## src/rtl/fb_loader_pkg.sv

```systemverilog
// +------------------------------------------------------------------+
// | fb_loader_pkg: state encoding and defaults for spi_fb_loader      |
// | Rev 1.0                                                           |
// +------------------------------------------------------------------+
`timescale 1ns/1ps
`default_nettype none

package fb_loader_pkg;

  typedef logic [1:0] state_t;

  localparam state_t ST_IDLE   = 2'd0;
  localparam state_t ST_DATA   = 2'd1;
  localparam state_t ST_CSUM   = 2'd2;
  localparam state_t ST_COMMIT = 2'd3;

  localparam logic [7:0] SOF_DEFAULT = 8'hA5;

endpackage

`default_nettype wire

```

## src/rtl/sync_edge.sv

```systemverilog
// +------------------------------------------------------------------+
// | sync_edge: 2-FF synchronizer with rising-edge pulse output        |
// | Rev 1.0                                                           |
// +------------------------------------------------------------------+
`timescale 1ns/1ps
`default_nettype none

module sync_edge (
  input  logic clk,
  input  logic rst,
  input  logic async_in,
  output logic rise
);

  logic d1;
  logic d2;
  logic d3;

  always_ff @(posedge clk) begin
    if (rst) begin
      d1 <= 1'b0;
      d2 <= 1'b0;
      d3 <= 1'b0;
    end else begin
      d1 <= async_in;
      d2 <= d1;
      d3 <= d2;
    end
  end

  assign rise = d2 & ~d3;

endmodule

`default_nettype wire

```

## src/rtl/spi_fb_loader.sv

```systemverilog
// +------------------------------------------------------------------+
// | spi_fb_loader: frames SPI bytes into one framebuffer write pass   |
// | Optional checksum byte enabled by FB_LOADER_CSUM_EN.  Rev 1.0     |
// +------------------------------------------------------------------+
`timescale 1ns/1ps
`default_nettype none

module spi_fb_loader
  import fb_loader_pkg::*;
#(
  parameter int         FRAME_BYTES = 8000,
  parameter int         ADDR_W      = 13,
  parameter logic [7:0] SOF         = SOF_DEFAULT,
  parameter int         TIMEOUT_CYC = 1000000
) (
  input  logic              clk,
  input  logic              rst,
  input  logic [7:0]        rx_data,
  input  logic              rx_dr,
  output logic              fb_we,
  output logic [ADDR_W-1:0] fb_waddr,
  output logic [7:0]        fb_wdata,
  output logic              fb_switch,
  output logic              busy,
  output logic              err,
  output logic [7:0]        frame_cnt
);

  localparam int TMO_W = $clog2(TIMEOUT_CYC + 1);

  logic              rise;
  logic              ev;
  logic [7:0]        rx_byte;
  state_t            state;
  logic [ADDR_W-1:0] addr;
  logic [TMO_W-1:0]  tmo;
  logic              last_byte;
  logic              tmo_hit;
`ifdef FB_LOADER_CSUM_EN
  logic [7:0]        csum;
`endif

  sync_edge u_sync (
    .clk      (clk),
    .rst      (rst),
    .async_in (rx_dr),
    .rise     (rise)
  );

  // rx_data is still stable here because rx_dr is high for the whole edge window
  always_ff @(posedge clk) begin
    if (rst) begin
      ev      <= 1'b0;
      rx_byte <= 8'd0;
    end else begin
      ev <= rise;
      if (rise) rx_byte <= rx_data;
    end
  end

  assign last_byte = (addr == ADDR_W'(FRAME_BYTES - 1));
  assign tmo_hit   = (tmo == TMO_W'(TIMEOUT_CYC - 1));

  always_ff @(posedge clk) begin
    if (rst) begin
      state     <= ST_IDLE;
      addr      <= '0;
      tmo       <= '0;
      fb_we     <= 1'b0;
      fb_waddr  <= '0;
      fb_wdata  <= 8'd0;
      fb_switch <= 1'b0;
      busy      <= 1'b0;
      err       <= 1'b0;
      frame_cnt <= 8'd0;
`ifdef FB_LOADER_CSUM_EN
      csum      <= 8'd0;
`endif
    end else begin
      fb_we     <= 1'b0;
      fb_switch <= 1'b0;
      case (state)
        ST_IDLE: begin
          if (ev && rx_byte == SOF) begin
            state <= ST_DATA;
            addr  <= '0;
            tmo   <= '0;
            err   <= 1'b0;
            busy  <= 1'b1;
`ifdef FB_LOADER_CSUM_EN
            csum  <= 8'd0;
`endif
          end
        end

        ST_DATA: begin
          if (ev) begin
            fb_we    <= 1'b1;
            fb_waddr <= addr;
            fb_wdata <= rx_byte;
            tmo      <= '0;
`ifdef FB_LOADER_CSUM_EN
            csum     <= csum ^ rx_byte;
            if (last_byte) state <= ST_CSUM;
`else
            if (last_byte) state <= ST_COMMIT;
`endif
            else addr <= addr + 1'b1;
          end else if (tmo_hit) begin
            err   <= 1'b1;
            busy  <= 1'b0;
            state <= ST_IDLE;
          end else begin
            tmo <= tmo + 1'b1;
          end
        end

`ifdef FB_LOADER_CSUM_EN
        ST_CSUM: begin
          if (ev) begin
            tmo <= '0;
            if (rx_byte == csum) begin
              state <= ST_COMMIT;
            end else begin
              err   <= 1'b1;
              busy  <= 1'b0;
              state <= ST_IDLE;
            end
          end else if (tmo_hit) begin
            err   <= 1'b1;
            busy  <= 1'b0;
            state <= ST_IDLE;
          end else begin
            tmo <= tmo + 1'b1;
          end
        end
`endif

        ST_COMMIT: begin
          fb_switch <= 1'b1;
          frame_cnt <= frame_cnt + 8'd1;
          busy      <= 1'b0;
          state     <= ST_IDLE;
        end

        default: state <= ST_IDLE;
      endcase
    end
  end

endmodule

`default_nettype wire
```

## config.mk

```make
export PLATFORM = sky130hd
export DESIGN_NAME = spi_fb_loader
export DESIGN_NICKNAME = d
export VERILOG_FILES = /design/src/rtl/fb_loader_pkg.sv /design/src/rtl/sync_edge.sv /design/src/rtl/spi_fb_loader.sv
export SDC_FILE = /design/constraint.sdc
export NUM_CORES = 1
export LEC_CHECK = 0
export CAP_MARGIN = 15
export CORE_MARGIN = 2
export CORE_UTILIZATION = 50
export CTS_CLUSTER_SIZE = 10
export DETAILED_ROUTE_END_ITERATION = 10
export PLACE_DENSITY = 0.79
export REMOVE_ABC_BUFFERS = 1
export SYNTH_ARGS = -nofsm -noshare
export SYNTH_HDL_FRONTEND = slang
export SYNTH_SLANG_ARGS = --single-unit
```

## constraint.sdc

```tcl
create_clock -name clk -period 2.2 [get_ports clk]
set_clock_uncertainty 0.1 [all_clocks]
set_input_delay 0.55 -clock clk [delete_from_list [all_inputs] [get_ports clk]]
set_output_delay 0.55 -clock clk [all_outputs]
set_load 0.005 [all_outputs]
```

==> results of run 1 <==
[stage by stage]
stage,cell area (um2),TNS [ns],setup WS (ns),instances
after floorplan,3423,-4.727,-0.3253,400
after global placement,4177,0,0.07673,566
after detailed placement,4177,0,0.03523,566
after CTS,4388,0,0.007912,582
after global routing,4453,-0.03351,-0.03351,585
final,4453,0,0.05625,585
[sequential cells by signal (all words and copies together), names as in the netlist]
signal,cells
fb_switch,1
addr,13
fb_we,1
u_sync.d3,1
rx_byte,8
ev,1
err,1
tmo,20
frame_cnt,8
u_sync.d2,1
fb_wdata,8
u_sync.d1,1
state,2
busy,1
fb_waddr,13
[cells in the mapped netlist (2+ instances only)]
cell / n / area, um2
dfxtp_1: 80 / 1602
nand2_1: 74 / 277.8
a21oi_1: 42 / 210.2
nor2_1: 30 / 112.6
o21ai_0: 19 / 95.09
clkbuf_1: 17 / 63.81
nand3_1: 17 / 85.08
or3_1: 15 / 93.84
nand4_1: 12 / 75.07
mux2i_1: 9 / 90.09
nor3_1: 8 / 40.04
o211ai_1: 8 / 60.06
and3_1: 7 / 43.79
nor2b_1: 7 / 43.79
or4_1: 7 / 52.55
inv_1: 6 / 22.52
o31ai_1: 6 / 45.04
buf_2: 5 / 25.02
a31oi_1: 4 / 25.02
and4_1: 4 / 35.03
nand2b_1: 4 / 25.02
xor2_1: 4 / 35.03
a211oi_1: 3 / 22.52
a41oi_1: 3 / 26.28
ha_1: 3 / 37.54
nand3b_1: 3 / 22.52
buf_1: 2 / 7.510
nor4_1: 2 / 12.51
o21bai_1: 2 / 15.01
[layer usage]
| metal | track usage | wire length (um) | vias up |
|---|---|---|---|
| met5 | 0 | 0 | - |
| met4 | 0.1105 | 124 | 0 |
| met3 | 0.04053 | 466 | 11 |
| met2 | 0.3595 | 3809 | 113 |
| met1 | 0.3001 | 3775 | 1575 |
| li1 | - | - | 1655 |
[worst max path at each step]
| stage | start | endpoint | slack, ns | depth (start not counted) |
|---|---|---|---|---|
| finish | addr[0] | addr[12] | 0.06 | 8 |
| global route | addr[0] | addr[12] | -0.03 | 8 |
| CTS | tmo[0] | tmo[6] | 0.008 | 7 |
| detailed placement | tmo[0] | tmo[8] | 0.04 | 7 |
| global placement | tmo[0] | tmo[8] | 0.08 | 7 |
| floorplan | state[0] | addr[12] | -0.33 | 5 |
[layout by cell type, fill, tap and decap left out, drive strengths merged, types with 6 or more instances in the layout]
master | Yosys | routed
dfxtp | 80 | 80
nand2 | 74 | 74
clkdlybuf4s50 | 0 | 42
a21oi | 42 | 42
buf | 7 | 31
nor2 | 30 | 30
o21ai | 19 | 19
nand3 | 17 | 17
or3 | 15 | 15
nand4 | 12 | 12
clkbuf | 17 | 10
mux2i | 9 | 9
o211ai | 8 | 8
nor3 | 8 | 8
and3 | 7 | 7
nor2b | 7 | 7
or4 | 7 | 7
inv | 6 | 6
o31ai | 6 | 6
[cell families after synthesis]
group                      count (synthesis)  share of synthesized area
DFF                                       80                     0.4550
muxes                                      9                    0.02560
and+or+nand+nor                          199                     0.2901
xor gates and xnor gates                   5                    0.01244
adders and majority gates                  3                    0.01067
AOI/OAI and AO/OA                         98                     0.1724
buffers and inverters                     30                    0.03377
[power by group]
group          internal [uW]  switching, uW  leakage, uW
clock                    636            530     0.000110
combinational           32.2           40.4     0.000743
sequential              1450           7.29     0.000646
[cell type report]
class	instances	area, um2	area share
Sequential cell	80	1604	0.3602
Multi-Input combinational cell	314	1837	0.4125
Clock buffer	10	127.6	0.02866
Inverter	6	22.52	0.005058
Timing Repair Buffer	73	658.1	0.1478
Tap cell	96	120.1	0.02697
Clock inverter	6	83.83	0.01883
[what timing repair did]
action,CTS,global route
resized for setup,0,11
buffers inserted,0,3
endpoints found under the setup margin,0,16
==> results.py, run 1 <==
metrics = {
    "worst_setup_path": {
        "crit_path_frequent_cell": "buf_4",
        "r2r_end": "addr[12]",
        "start_kind": "flop",
        "slowest_stage": "or4_1",
        "crit_required_ns": 2.37,
        "crit_buf_inv": 2,
        "max_stage_delay_ns": 0.48,
        "rrSetupSlack_ns": 0.06,
        "cp-end-kind": "flop",
        "crit_type": "flop to flop",
        "cp_top_family": "simple AND/OR/NAND/NOR gates",
        "crit_chain": "ha_2 -> nand3_4 -> nor4_4 -> buf_4 -> buf_4 -> or3_1 -> or4_1 -> o211ai_1",
        "r2r-start": "addr[0]",
        "ff2ff_path_depth": 8,
        "path_max_fanout": 7,
        "cp_data_arrival_time_ns": 2.32,
    },
    "grt": {
        "grt_pass1_wl_um": 13910,
        "antenna_found_initial": 0,
        "grt_max_degree": 45,
        "grt_pass1_vias": 3154,
        "grt_usage": 0.2271,
        "grt-ovfl-total": 0,
    },
    "cells_and_area": {
        "nets": 498,
        "drive_above_1_share": 0.1247,
        "final_util": 0.6554,
        "fillerInstances": 547,
        "syn2layout_area_growth_pct": 26.52,
        "diodes": 0,
    },
    "synthesis": {
        "synth_area_mm2": 0.003520,
        "synth_edf_count": 0,
        "synth_cell_type_count": 50,
        "syn_avg_cell_area_um2": 8.301,
        "synth_ff_type": "dfxtp_1",
        "synth_seq_area_share": 0.4550,
        "syn_inst": 424,
        "ys_seq_elements": 80,
        "yosys_warnings": 0,
        "async_flop_share": 0,
    },
    "power_and_ir_drop": {
        "peakVddDrop_mv": 0.3788,
        "p_per_area_mw_per_mm2": 606.2,
        "leakage_uw": 0.001499,
        "total_power_uw": 2699,
    },
    "sta": {
        "slew_headroom": 0.6777,
        "finalMaxSlewViolations": 0,
        "finalCriticalPeriod_ns": 2.144,
        "whs_ns": 0.3358,
        "fin_crit_sh": 0.9744,
        "hold_viol": 0,
        "setup_viol": 0,
        "fmax_mhz": 466.5,
        "worstMarginPinSlew_ns": 0.4797,
        "rsz0062_at_grt": "yes",
    },
    "clocking": {
        "worstSkewPairLatency_ns": 0.35,
        "clock_sinks": 80,
        "clockBufferDepth": 2,
        "htreeDepth": 3,
        "cts-root-buf": "clkbuf_8",
        "cts-buffers-inserted": 9,
        "cts_tree": "built",
        "hold_buffers": 0,
        "clkSlewWorstSetupHoldPaths_ns": 0.09,
    },
    "worst_hold_path": {
        "min_path_type": "flop to flop",
        "worstHoldStart": "u_sync.d3",
        "min_to": "ev",
        "whs_path_depth": 1,
    },
    "floorplan": {
        "dieArea_mm2": 0.007726,
        "floorplan.io_pins": 44,
        "die_w_um": 87.90,
        "core_area_mm2": 0.006794,
        "die_h_um": 87.90,
        "num_rows": 30,
        "start_util": 0.5180,
    },
    "route": {
        "drt-pass1-iter-count": 4,
        "drc": 0,
        "routed_wl_um": 8176,
        "routed_via_density": 5.733,
        "vias": 3354,
        "wl_per_cell_um": 13.98,
        "drtIter0Drc": 201,
        "ant_nets": 0,
    },
    "status": {
        "outcome": "complete, no violations",
    },
    "place": {
        "numPortBuffers": 43,
        "place_congestion": 0.8700,
        "dp_hpwl_um": 5727,
    },
    "flow_run": {
        "cap_violations": 0,
    },
}
Power figures use the tool's default switching activity.
==> run 2, diff against run 1 <==
- ABC_AREA: unset -> 1
- CORE_UTILIZATION: 50 -> 51
==> run 2 against run 1 <==
First-iteration DRC count rose by 14%. Cell count grew 21%. Sequential cell count unchanged. Wire length grew 7.0%. Global-route usage is 0.83 points lower. Critical path type is now flop to output port. Largest cell class unchanged. Sequential share of layout area is 1.5 points lower.
==> results.py, run 2 <==
metrics = {
    "worst_setup_path": {
        "ff2ff_path_depth": 9,
        "crit_cells": 1,
        "start_kind": "flop",
        "r2r_end": "tmo[5]",
        "critPathCapture": "frame_cnt[5]",
        "rrSetupSlack_ns": 0.31,
        "crit_required_ns": 1.55,
        "crit_buf_inv": 1,
        "path_max_fanout": 4,
        "setup.worst_path.start": "frame_cnt[5]",
        "slowest_stage": "clkdlybuf4s50_1",
        "cp_data_arrival_time_ns": 1.27,
        "cp_top_family": "buffers and inverters",
        "crit_chain": "clkdlybuf4s50_1",
        "crit_type": "flop to output port",
        "max_stage_delay_ns": 0.52,
        "r2r-start": "tmo[1]",
        "cp-end-kind": "output port",
    },
    "route": {
        "drtIter0Drc": 230,
        "ant_nets": 0,
        "drc": 0,
        "routed_wl_um": 8746,
        "wl_per_cell_um": 12.34,
        "routed_via_density": 5.197,
        "drt-pass1-iter-count": 5,
        "vias": 3685,
    },
    "clocking": {
        "clkSlewWorstSetupHoldPaths_ns": 0.09,
        "hold_buffers": 0,
        "htreeDepth": 3,
        "worstSkewPairLatency_ns": 0.36,
        "clock_sinks": 80,
        "cts-root-buf": "clkbuf_8",
        "clockBufferDepth": 2,
        "cts_tree": "built",
        "ctsResizeCount": 0,
        "cts-buffers-inserted": 9,
        "cts_setup_buffers": 0,
    },
    "power_and_ir_drop": {
        "peakVddDrop_mv": 0.3665,
        "leakage_uw": 0.001683,
        "p_per_area_mw_per_mm2": 578.1,
    },
    "synthesis": {
        "synth.area.top_cells": "dfxtp_1 (41%), nand2_1 (11%), nor2_1 (8.9%)",
        "synthTopCellsByCount": "nand2_1 (112), nor2_1 (93), dfxtp_1 (80)",
        "synth_cell_type_count": 34,
        "synth_area_mm2": 0.003930,
        "synth_seq_area_share": 0.4075,
        "synth_edf_count": 0,
        "syn_avg_cell_area_um2": 6.956,
        "async_flop_share": 0,
        "syn_inst": 565,
        "yosys_warnings": 0,
        "yosysMostFrequentCell": "nand2_1",
        "synth_ff_type": "dfxtp_1",
        "synth_top_area_share": 0.4075,
        "yosysTopAreaCell": "dfxtp_1",
        "ys_seq_elements": 80,
    },
    "grt": {
        "grt_pass1_vias": 3443,
        "antenna_found_initial": 0,
        "grt_max_degree": 44,
        "grt_usage": 0.2189,
        "grt_pass1_wl_um": 15210,
        "grt-ovfl-total": 0,
    },
    "cells_and_area": {
        "design_area_mm2": 0.004644,
        "fillerInstances": 688,
        "largestRegisters": "tmo: 20 flops, addr: 13 flops, fb_waddr: 13 flops",
        "drive_above_1_share": 0.1071,
        "layout.cells.most_common_list": "nand2_1 (112), nor2_1 (93), dfxtp_1 (80)",
        "final_common_cell": "nand2_1",
        "largest_reg_flops": 20,
        "syn2layout_area_growth_pct": 18.18,
        "nets": 616,
        "top_register": "tmo",
        "stdcell_count": 709,
        "final_util": 0.6105,
        "diodes": 0,
    },
    "place": {
        "dp_hpwl_um": 6113,
        "place_congestion": 0.9038,
        "dp_cells": 693,
        "post_dp_cell_area_mm2": 0.004432,
        "numPortBuffers": 43,
    },
    "sta": {
        "finalMaxSlewViolations": 0,
        "fmax_mhz": 522.2,
        "whs_ns": 0.3141,
        "slew_headroom": 0.6713,
        "finalCriticalPeriod_ns": 1.915,
        "worstMarginPinSlew_ns": 0.4893,
        "setup_viol": 0,
        "fin_setup_tns_ns": 0,
        "hold_viol": 0,
        "rsz0062_at_grt": "no",
        "fin_crit_sh": 0.8705,
    },
    "floorplan": {
        "core_area_mm2": 0.007607,
        "start_util": 0.5166,
        "num_rows": 32,
        "dieArea_mm2": 0.008424,
        "floorplan.io_pins": 44,
        "die_w_um": 91.79,
        "die_h_um": 91.79,
    },
    "status": {
        "outcome": "complete, no violations",
    },
    "flow_run": {
        "cap_violations": 0,
    },
    "worst_hold_path": {
        "min_path_type": "flop to flop",
    },
}
-- run 2: changes by cell type in the layout (fill, tap and decap cells not counted), moves of 8 or more --
cell / before / now
inv_1: 6 / 54
o21ai_0: 19 / 42
or3_1: 15 / 0
nor2_1: 29 / 93
mux2i_1: 9 / 0
a21oi_2: 1 / 9
nand2_1: 74 / 112
nand3_1: 16 / 33
buf_4: 28 / 2
-- run 2: area by class of cell --
| type | count | area (um2) | area share |
|---|---|---|---|
| inverter | 61 | 229.0 | 0.04930 |
| clock buffer | 10 | 137.6 | 0.02963 |
| sequential | 80 | 1602 | 0.3448 |
| multi-input combinational | 403 | 1988 | 0.4281 |
| clock inverter | 6 | 75.07 | 0.01616 |
| timing repair buffer | 47 | 485.5 | 0.1045 |
| tap | 102 | 127.6 | 0.02748 |
-- run 2: through the flow --
| step | setup slack (ns) | total power, uW |
|---|---|---|
| 2_1_floorplan | 0.4783 | 1527 |
| 3_3_place_gp | 0.3504 | 1575 |
| 3_5_place_dp | 0.2954 | 1577 |
| 4_1_cts | 0.2556 | 2719 |
| 5_1_grt | 0.1569 | 2784 |
| 6_report | 0.2850 | 2685 |
-- run 2: cells by family after synthesis --
family / share of synthesized area
and+or+nand+nor: 0.3451
DFF: 0.4075
adders and majority gates: 0.009552
buffers and inverters: 0.08660
AOI/OAI and AO/OA: 0.1379
xor gates and xnor gates: 0.01337
-- run 2: worst reg2reg max path: stages, from the launching register on --
cell,delay (ns)
dfxtp_1,0.38
ha_1,0.22
nand3_2,0.16
nor2_2,0.14
nand3_2,0.09
nor2_4,0.12
nand2_4,0.14
nand2_4,0.24
nand2_1,0.12
a21oi_2,0.13
-- run 2: worst min-delay path by stage --
stage	startpoint	endpoint	slack [ns]	cells after the start
floorplan	u_sync.d1	u_sync.d2	0.29	2
global placement	u_sync.d1	u_sync.d2	0.29	2
detailed placement	u_sync.d1	u_sync.d2	0.30	2
CTS	u_sync.d1	u_sync.d2	0.32	2
global route	u_sync.d1	u_sync.d2	0.34	2
finish	u_sync.d1	u_sync.d2	0.31	2
-- run 2: where the power goes --
| group | leakage, uW | internal (uW) | switching, uW | total, uW |
|---|---|---|---|---|
| Sequential | 0.000646 | 1460 | 4.47 | 1460 |
| Combinational | 0.000932 | 34.2 | 46.8 | 81.0 |
| Clock | 0.000105 | 571 | 572 | 1140 |
-- run 2: layer usage --
metal  vias to the layer above  part of all wire  global-route usage
met5                         -                 0                   0
met4                         0             0.012             0.06219
met3                         9             0.042             0.04766
met2                        97              0.48              0.3713
met1                      1691              0.47              0.2808
li1                       1888                 -                   -
